File: src/rtl/can_tx_scheduler.sv
// CAN transmit scheduler: pops a frame from the HPB or TX FIFO, hands it to the BSP and tracks the outcome.
// Define CAN_TX_AUTO_RETX_EN to enable automatic retransmission; otherwise frames are sent single-shot.
module can_tx_scheduler #(
   parameter int unsigned FRAME_W      = 128,
   parameter int unsigned MAX_RETRY    = 8,
   parameter int unsigned SEND_TIMEOUT = 255
) (
   input  logic               i_sys_clk,
   input  logic               i_reset,
   input  logic               i_cen,
   input  logic               i_hpb_full,
   input  logic [FRAME_W-1:0] i_hpb_data,
   output logic               o_hpb_r_en,
   input  logic               i_tx_empty,
   input  logic [FRAME_W-1:0] i_fifo_data,
   output logic               o_fifo_r_en,
   input  logic               i_busy_can,
   input  logic               i_txok,
   input  logic               i_arblst,
   input  logic               i_error,
   input  logic               i_bsoff,
   output logic [FRAME_W-1:0] o_send_data,
   output logic               o_send_en,
   output logic               o_sched_busy,
   output logic               o_src_hpb,
   output logic [3:0]         o_retry_cnt,
   output logic               o_tx_done,
   output logic               o_abort
);

   localparam int unsigned RETRY_W = 4;
   localparam int unsigned TMO_W   = 8;

   typedef enum logic [2:0] {
      ST_IDLE   = 3'd0,
      ST_LOAD   = 3'd1,
      ST_SEND   = 3'd2,
      ST_ACTIVE = 3'd3,
      ST_RETRY  = 3'd4,
      ST_DONE   = 3'd5
   } state_e;

   state_e               state_q, state_d;
   logic [FRAME_W-1:0]   frame_q, frame_d;
   logic [TMO_W-1:0]     tmo_q, tmo_d;
   logic [RETRY_W-1:0]   retry_cnt_q, retry_cnt_d;
   logic                 src_hpb_q, src_hpb_d;
   logic                 hpb_r_en_q, hpb_r_en_d;
   logic                 fifo_r_en_q, fifo_r_en_d;
   logic                 send_en_q, send_en_d;
   logic                 busy_q, busy_d;
   logic                 tx_done_q, tx_done_d;
   logic                 abort_q, abort_d;

   logic                 idle_ok_c;
   logic                 req_c;
   logic                 tmo_hit_c;
   logic                 send_abort_c;
   logic                 retry_abort_c;
   logic                 bsp_fail_c;

   assign idle_ok_c     = i_cen && !i_bsoff && !i_busy_can;
   assign req_c         = i_hpb_full || !i_tx_empty;
   assign tmo_hit_c     = (TMO_W'(tmo_q + TMO_W'(1)) == TMO_W'(SEND_TIMEOUT));
   assign send_abort_c  = !i_cen || i_bsoff || tmo_hit_c;
   assign retry_abort_c = (retry_cnt_q == RETRY_W'(MAX_RETRY)) || !i_cen;
   assign bsp_fail_c    = i_arblst || i_error;

   // State register
   always_ff @(posedge i_sys_clk or posedge i_reset) begin
      if (i_reset) begin
         state_q <= ST_IDLE;
      end else begin
         state_q <= state_d;
      end
   end

   // Next-state logic
   always_comb begin
      state_d = state_q;
      case (state_q)
         ST_IDLE: begin
            if (idle_ok_c && req_c) state_d = ST_LOAD;
         end
         ST_LOAD: begin
            state_d = ST_SEND;
         end
         ST_SEND: begin
            if (send_abort_c)    state_d = ST_IDLE;
            else if (i_busy_can) state_d = ST_ACTIVE;
         end
         ST_ACTIVE: begin
            if (i_bsoff)         state_d = ST_IDLE;
            else if (i_txok)     state_d = ST_DONE;
            else if (bsp_fail_c) begin
`ifdef CAN_TX_AUTO_RETX_EN
               state_d = ST_RETRY;
`else
               state_d = ST_IDLE;
`endif
            end
         end
         ST_RETRY: begin
            if (retry_abort_c)    state_d = ST_IDLE;
            else if (!i_busy_can) state_d = ST_SEND;
         end
         ST_DONE: begin
            state_d = ST_IDLE;
         end
         default: begin
            state_d = ST_IDLE;
         end
      endcase
   end

   // Output and datapath next values; any exit to IDLE other than from DONE is an abort
   always_comb begin
      frame_d     = frame_q;
      tmo_d       = tmo_q;
      retry_cnt_d = retry_cnt_q;
      src_hpb_d   = src_hpb_q;
      hpb_r_en_d  = 1'b0;
      fifo_r_en_d = 1'b0;
      abort_d     = 1'b0;
      send_en_d   = (state_d == ST_SEND);
      tx_done_d   = (state_d == ST_DONE);
      busy_d      = (state_d != ST_IDLE);
      case (state_q)
         ST_IDLE: begin
            if (state_d == ST_LOAD) begin
               src_hpb_d   = i_hpb_full;
               hpb_r_en_d  = i_hpb_full;
               fifo_r_en_d = !i_hpb_full;
               retry_cnt_d = '0;
            end
         end
         ST_LOAD: begin
            frame_d = src_hpb_q ? i_hpb_data : i_fifo_data;
            tmo_d   = '0;
         end
         ST_SEND: begin
            tmo_d = TMO_W'(tmo_q + TMO_W'(1));
            if (state_d == ST_IDLE) abort_d = 1'b1;
         end
         ST_ACTIVE: begin
            if (state_d == ST_IDLE) abort_d = 1'b1;
         end
         ST_RETRY: begin
            if (state_d == ST_IDLE) begin
               abort_d = 1'b1;
            end else if (state_d == ST_SEND) begin
               tmo_d       = '0;
               retry_cnt_d = (retry_cnt_q == '1) ? retry_cnt_q
                                                 : RETRY_W'(retry_cnt_q + RETRY_W'(1));
            end
         end
         default: begin
         end
      endcase
`ifdef CAN_TX_AUTO_RETX_EN
`else
      retry_cnt_d = '0;
`endif
   end

   // Registered outputs and frame copy
   always_ff @(posedge i_sys_clk or posedge i_reset) begin
      if (i_reset) begin
         frame_q     <= '0;
         tmo_q       <= '0;
         retry_cnt_q <= '0;
         src_hpb_q   <= 1'b0;
         hpb_r_en_q  <= 1'b0;
         fifo_r_en_q <= 1'b0;
         send_en_q   <= 1'b0;
         busy_q      <= 1'b0;
         tx_done_q   <= 1'b0;
         abort_q     <= 1'b0;
      end else begin
         frame_q     <= frame_d;
         tmo_q       <= tmo_d;
         retry_cnt_q <= retry_cnt_d;
         src_hpb_q   <= src_hpb_d;
         hpb_r_en_q  <= hpb_r_en_d;
         fifo_r_en_q <= fifo_r_en_d;
         send_en_q   <= send_en_d;
         busy_q      <= busy_d;
         tx_done_q   <= tx_done_d;
         abort_q     <= abort_d;
      end
   end

   assign o_send_data  = frame_q;
   assign o_send_en    = send_en_q;
   assign o_sched_busy = busy_q;
   assign o_src_hpb    = src_hpb_q;
   assign o_retry_cnt  = retry_cnt_q;
   assign o_hpb_r_en   = hpb_r_en_q;
   assign o_fifo_r_en  = fifo_r_en_q;
   assign o_tx_done    = tx_done_q;
   assign o_abort      = abort_q;

endmodule

File: config.mk
export PLATFORM = sky130hd
export DESIGN_NAME = can_tx_scheduler
export DESIGN_NICKNAME = d
export VERILOG_FILES = /design/src/rtl/can_tx_scheduler.sv
export SDC_FILE = /design/constraint.sdc
export NUM_CORES = 1
export LEC_CHECK = 0
export CORE_AREA = 2 2 159 161
export CTS_CLUSTER_SIZE = 24
export DETAILED_ROUTE_END_ITERATION = 8
export DIE_AREA = 0 0 161 163
export PLACE_DENSITY_LB_ADDON = 0.25
export SETUP_SLACK_MARGIN = 0.05
export SLEW_MARGIN = 20
export SYNTH_ARGS = -nofsm -noshare
export SYNTH_HDL_FRONTEND = slang
export SYNTH_SLANG_ARGS = --single-unit
File: constraint.sdc
create_clock -name i_sys_clk -period 10 [get_ports i_sys_clk]
set_input_delay 3 -clock i_sys_clk [delete_from_list [all_inputs] [get_ports i_sys_clk]]
set_output_delay 3 -clock i_sys_clk [all_outputs]
set_load 0.005 [all_outputs]
# Word level (Yosys, flattened, before mapping)
# Index checks and enable logic that the tools add are counted.
dict set report op_classes {
  n_addsub 1
  eq_ne 10
  mux 19
  n_reduce_logical 19
}
# cell count
set ops {}
lappend ops {{128-bit two-way mux} 1}
lappend ops {{3-bit two-way mux} 8}
lappend ops {{8-bit case mux with 3 select lines} 1}
lappend ops {{8-bit two-way mux} 2}
lappend ops {{3-bit case mux with 5 select lines} 1}
lappend ops {{3-bit by 2-bit equality test with 1-bit output (second input constant)} 3}
lappend ops {{8-bit by 1-bit adder with 8-bit output (second input constant)} 1}
lappend ops {{8-bit equality test (second input constant)} 1}
lappend ops {{3-bit by 1-bit equality test with 1-bit output (second input constant)} 2}
lappend ops {{3-bit equality test (second input constant)} 2}
lappend ops {{3-bit zero test} 2}
lappend ops {{1-bit two-way mux} 6}
lappend ops {{3-bit nonzero test} 2}
lappend ops {{1-bit zero test} 5}
lappend ops {{1-bit logical OR} 4}
lappend ops {{2-bit != test (second input constant)} 2}
lappend ops {{1-bit logical AND} 3}
lappend ops {{3-bit AND reduction} 1}
lappend ops {{3-bit OR reduction} 1}
lappend ops {{2-bit AND reduction} 1}
dict set report word_totals {
  ff_bits 146
  input_bits 266
  output_inout_bits 139
  wordCells 59
}

# Depth between registers and ports, before layout
dict set report depth {
  depth_word 10
  mapped_depth 6
  ltp_nobuf 6
}

# Least setup slack after synthesis
# OpenSTA, ideal clock, no wires.
dict set report synth_timing {
  kind {input to register}
  startpoint {in i_bsoff}
  endpoint {reg send_en_q (netlist: o_send_en)}
  setup_ns 0.094
  arrival_time_ns 3.724
  slack_ns 6.182
  path_stages 4
  n_path_buf 0
  path_cell_list {nor4b_4 -> nand2_1 -> a21o_1 -> a211oi_1}
}
dict set report synth_via {
  elab_chain_cells 7
}
# item line_no
set synth_lines {}
lappend synth_lines {{from (decl)} 21} ;# input logic i_bsoff,
lappend synth_lines {{1-bit zero test} 62} ;# assign idle_ok_c = i_cen && !i_bsoff && !i_busy_can;
lappend synth_lines {{1-bit logical AND (2 in series)} 62}
lappend synth_lines {{1-bit logical AND} 83} ;# if (idle_ok_c && req_c) state_d = ST_LOAD;
lappend synth_lines {{3-bit two-way mux} 83}
lappend synth_lines {{3-bit case mux with 5 select lines *} 81} ;# case (state_q)
lappend synth_lines {{3-bit by 2-bit equality test with 1-bit output *} 125} ;# send_en_d = (state_d == ST_SEND);
lappend synth_lines {{named net send_en_d} 50} ;# logic send_en_q, send_en_d;
lappend synth_lines {{to (signal assigned)} 186} ;# send_en_q <= send_en_d;
lappend synth_lines {{to (decl)} 50}
# The timed path passes the listed nets; every way through them passes the cells marked *.
# A chain may end at the register's enable or synchronous reset.

# Worst setup path in the final report
dict set report layout_timing {
  startpoint {reg src_hpb_q (netlist: o_src_hpb)}
  endpoint {out o_src_hpb}
}
# item line_no
set layout_rtl {}
lappend layout_rtl {{from (decl)} 47} ;# logic src_hpb_q, src_hpb_d;
lappend layout_rtl {{from (signal assigned)} 183} ;# src_hpb_q <= src_hpb_d;
lappend layout_rtl {{to (decl)} 25} ;# output logic o_src_hpb,
# No word-level cell between the ends.

==> metrics.md <==
| Metric | Value |
|---|---|
| Slew @ Worst Pin | ~1 ns |
| Crit path required time | 7.00 ns |
| Worst setup margin | approximately 5.1 ns |
| Buf/Inv on CP | 1 |
| CTS Buf Count | 17 |
| Final Power | 2.64 mW |
| Reg-to-Reg End | o_send_data[102]$_DFFE_PP0P_ |
| Clock buffer depth | 2 |
| I/O Buffers | 400 |
| WP data arrival | about 1.9 ns |
| Die ar. | 0.0262 sq mm |
| Fin nets | roughly 1300 |
| Sequential area share after synthesis | 52.7% |
| Largest net degree at the start of global routing | around 110 |
| Async SR Flop Fraction | 100% |
| YS warnings | 0 |
| Core ar. | around 0.025 sq mm |
| Reg2reg start | state_q[0]$_DFF_PP0_ |
| Flop2flop setup slack | between 7 and 8 ns |
| Hold EP | o_send_data[125]$_DFFE_PP0P_ |
| Top_reg_cell synth | dfrtp_1 |
| Number of pins with negative max-slew slack in the final report | 0 |
| Synth Area per Inst | just over 10 sq um |
| Worst-path clk slew | 0.06 ns |
| Mapped Area | approximately 0.0069 sq mm |
| WL final | roughly 24000 um |
| Cells after Synth | about 670 |
| Worst-path cell chain | clkdlybuf4s50_1 |
| Kind of critical path | flip-flop to output pin |
| LEAKAGE | about 4.8 nW |
| Yosys reg bits | ~150 |
| Combinational power share | between 30 and 40% |
| Final setup violation count | 0 |
| Hold Path Origin | o_send_data[125]$_DFFE_PP0P_ |
| Outcome | completed |
| Seq pwr share | a little over a third |
| Max VDD drop | 0.105 mV |
| Slew HR | around a third |
| Netlist cell types | 39 |
| Iteration count of the initial detailed-routing pass | 4 |
| Vias in the first global route | between 5000 and 6000 |
| Global-route usage over all layers | 18.1% |
| Leading cell type in the layout, fill and taps excluded | clkdlybuf4s50_1 |
| H-Tree Depth | 4 |
| Gp weighted congestion | between 0.8 and 0.9 |
| Crit. End Element | output pin |
| Setup bufs post-CTS | 0 |
| CP Launch Type | flip-flop |
| Drt wl/cell | approximately 18 um |
| Fin. Hold Viols | 0 |
| Hold WC Path Type | flip-flop to flip-flop |
| Max FO, Critical Path | 39 |
| Depth of the worst register-to-register path | 4 |
| PostCTS Resize Cnt | 0 |
| Pre-CTS WS | 4.93 ns |
| Ports | approximately 400 |
| Pwr Density | 223 mW/mm^2 |
| Hold bufs inserted after CTS | 0 |
| Top Family by Delay on Critical Path | flip-flops |
| Remaining DRCs | 0 |
| Area growth syn-to-layout | 70.4% |
| Hpwl dp | between 15000 and 20000 um |
| Die Ht | between 150 and 200 um |
| Hold Path Stages | 2 |
| Most frequent cells in the layout | clkdlybuf4s50_1 (400), dfrtp_1 (145), a21oi_1 (132), mux2i_1 (131), nor2_1 (130) |
| Worst Clk Skew | just under 0.01 ns |
| Antenna viol nets, final | 0 |
| Clk sinks | roughly 150 |
| RSZ-0062 raised after global routing | false |
| Final setup TNS | 0 ns |
| NetSw | around 790 uW |
| Final period utilization | about half |
| Die width | roughly 160 um |
| Worst path depth | 1 |
| CTS tree | done |
| Dpl cells | 1359 |
| Starting Density | ~28% |
| EDFF count, synth | 0 |
| Antenna violations before repair | 1 |
| Share of cells above drive strength 1 | around 4.1% |
| Max_cap viols | 0 |
| Crit-path max cell delay | 0.86 ns |
| DR vias/cell | around 4.5 |
| Sw Ratio | 30.0% |
| First-pass GRT wire length | around 36000 um |
| Clk root buf | clkbuf_16 |
| Crit path time final | 4.92 ns |
| Worst-skew pair later-pin latency | between 0.4 and 0.5 ns |
| Cell-internal power | between 1.5 and 2 mW |
| DR iter-0 viols | roughly 340 |
| Via count | about 6300 |
| WHS | about 0.53 ns |
| Final non-filler cell total | 1392 |
| Remaining Overflow, GRT | 0 |
| Peak Freq | 0.203 GHz |
| Filler cells | roughly 2300 |
| Clock power frac | ~28% |
| CP max stage cell | dfrtp_4 |
| Core Rows | 58 |
[through the flow]
stage	area [sq um]	util, %
after floorplan	6940	-
after global placement	11100	45.2
after detailed placement	11100	45.2
after CTS	11800	47.9
after global routing	11800	47.9
final	11800	47.9
[logic make-up after synthesis]
family                     Yosys count  synth area share, %
other                                1               0.0541
DFF                                146                 52.7
buffers and inverters               58                 4.17
xor gates and xnor gates             3                0.379
AOI/OAI and AO/OA                  161                 12.4
and+or+nand+nor                    172                 11.0
muxes                              131                 18.9
adders and majority gates            2                0.361
[Yosys cell counts (2+ instances only)]
library cell | n | area share, %
a211oi_1 | 2 | 0.22
a21o_1 | 2 | 0.22
a21oi_1 | 132 | 9.5
a311oi_1 | 3 | 0.38
a31oi_1 | 2 | 0.18
and2_1 | 3 | 0.27
and3_1 | 2 | 0.18
and4b_1 | 2 | 0.29
buf_2 | 45 | 3.2
buf_4 | 4 | 0.43
clkbuf_1 | 5 | 0.27
dfrtp_1 | 146 | 53
ha_1 | 2 | 0.36
inv_1 | 4 | 0.22
mux2i_1 | 131 | 19
nand2_1 | 11 | 0.60
nand2b_1 | 2 | 0.18
nand3_1 | 4 | 0.29
nand4_1 | 5 | 0.45
nor2_1 | 130 | 7.0
nor2b_1 | 4 | 0.36
nor3_1 | 3 | 0.22
o21ai_0 | 8 | 0.58
o22a_1 | 2 | 0.25
o22ai_1 | 4 | 0.36
xnor2_1 | 3 | 0.38
[sequential cells by signal (all words and copies together), names as in the netlist]
name          count
o_send_en         1
o_src_hpb         1
o_send_data     128
o_tx_done         1
tmo_q             8
o_hpb_r_en        1
o_fifo_r_en       1
o_abort           1
o_sched_busy      1
state_q           3
[how the worst max path moves through the flow]
stage | startpoint | to
final | o_src_hpb$_DFFE_PP0P_ | o_src_hpb
after floorplan | i_reset | o_abort$_DFF_PP0_
after global routing | o_src_hpb$_DFFE_PP0P_ | o_src_hpb
after detailed placement | i_reset | o_src_hpb$_DFFE_PP0P_
after CTS | o_src_hpb$_DFFE_PP0P_ | o_src_hpb
after global placement | i_reset | o_src_hpb$_DFFE_PP0P_
[power by group through the flow]
stage | sequential (mW) | combinational [mW] | clock, mW
6_report | 0.933 | 0.982 | 0.725
4_1_cts | 0.936 | 1.00 | 0.743
3_5_place_dp | 0.945 | 0.999 | 0
5_1_grt | 0.960 | 1.06 | 0.767
3_3_place_gp | 0.938 | 0.992 | 0
2_1_floorplan | 0.924 | 0.378 | 0
[layer usage]
layer | track usage [%] | vias up | routed length (um)
li1 | - | 3111 | -
met1 | 21.6 | 2926 | 9880
met2 | 31.1 | 240 | 12000
met3 | 5.35 | 27 | 1860
met4 | 6.13 | 0 | 614
met5 | 0 | - | 0
[layout make-up]
class / instances / area, sq um / area share [%]
Antenna cell: 1 / 2.50 / 0.0212
Timing Repair Buffer: 406 / 4050 / 34.3
Sequential cell: 146 / 3660 / 31.0
Inverter: 4 / 20.0 / 0.169
Tap cell: 330 / 413 / 3.50
Clock inverter: 13 / 221 / 1.87
Clock buffer: 19 / 443 / 3.75
Multi-Input combinational cell: 473 / 3010 / 25.5
Note: power is estimated with default switching activity, not from simulation.
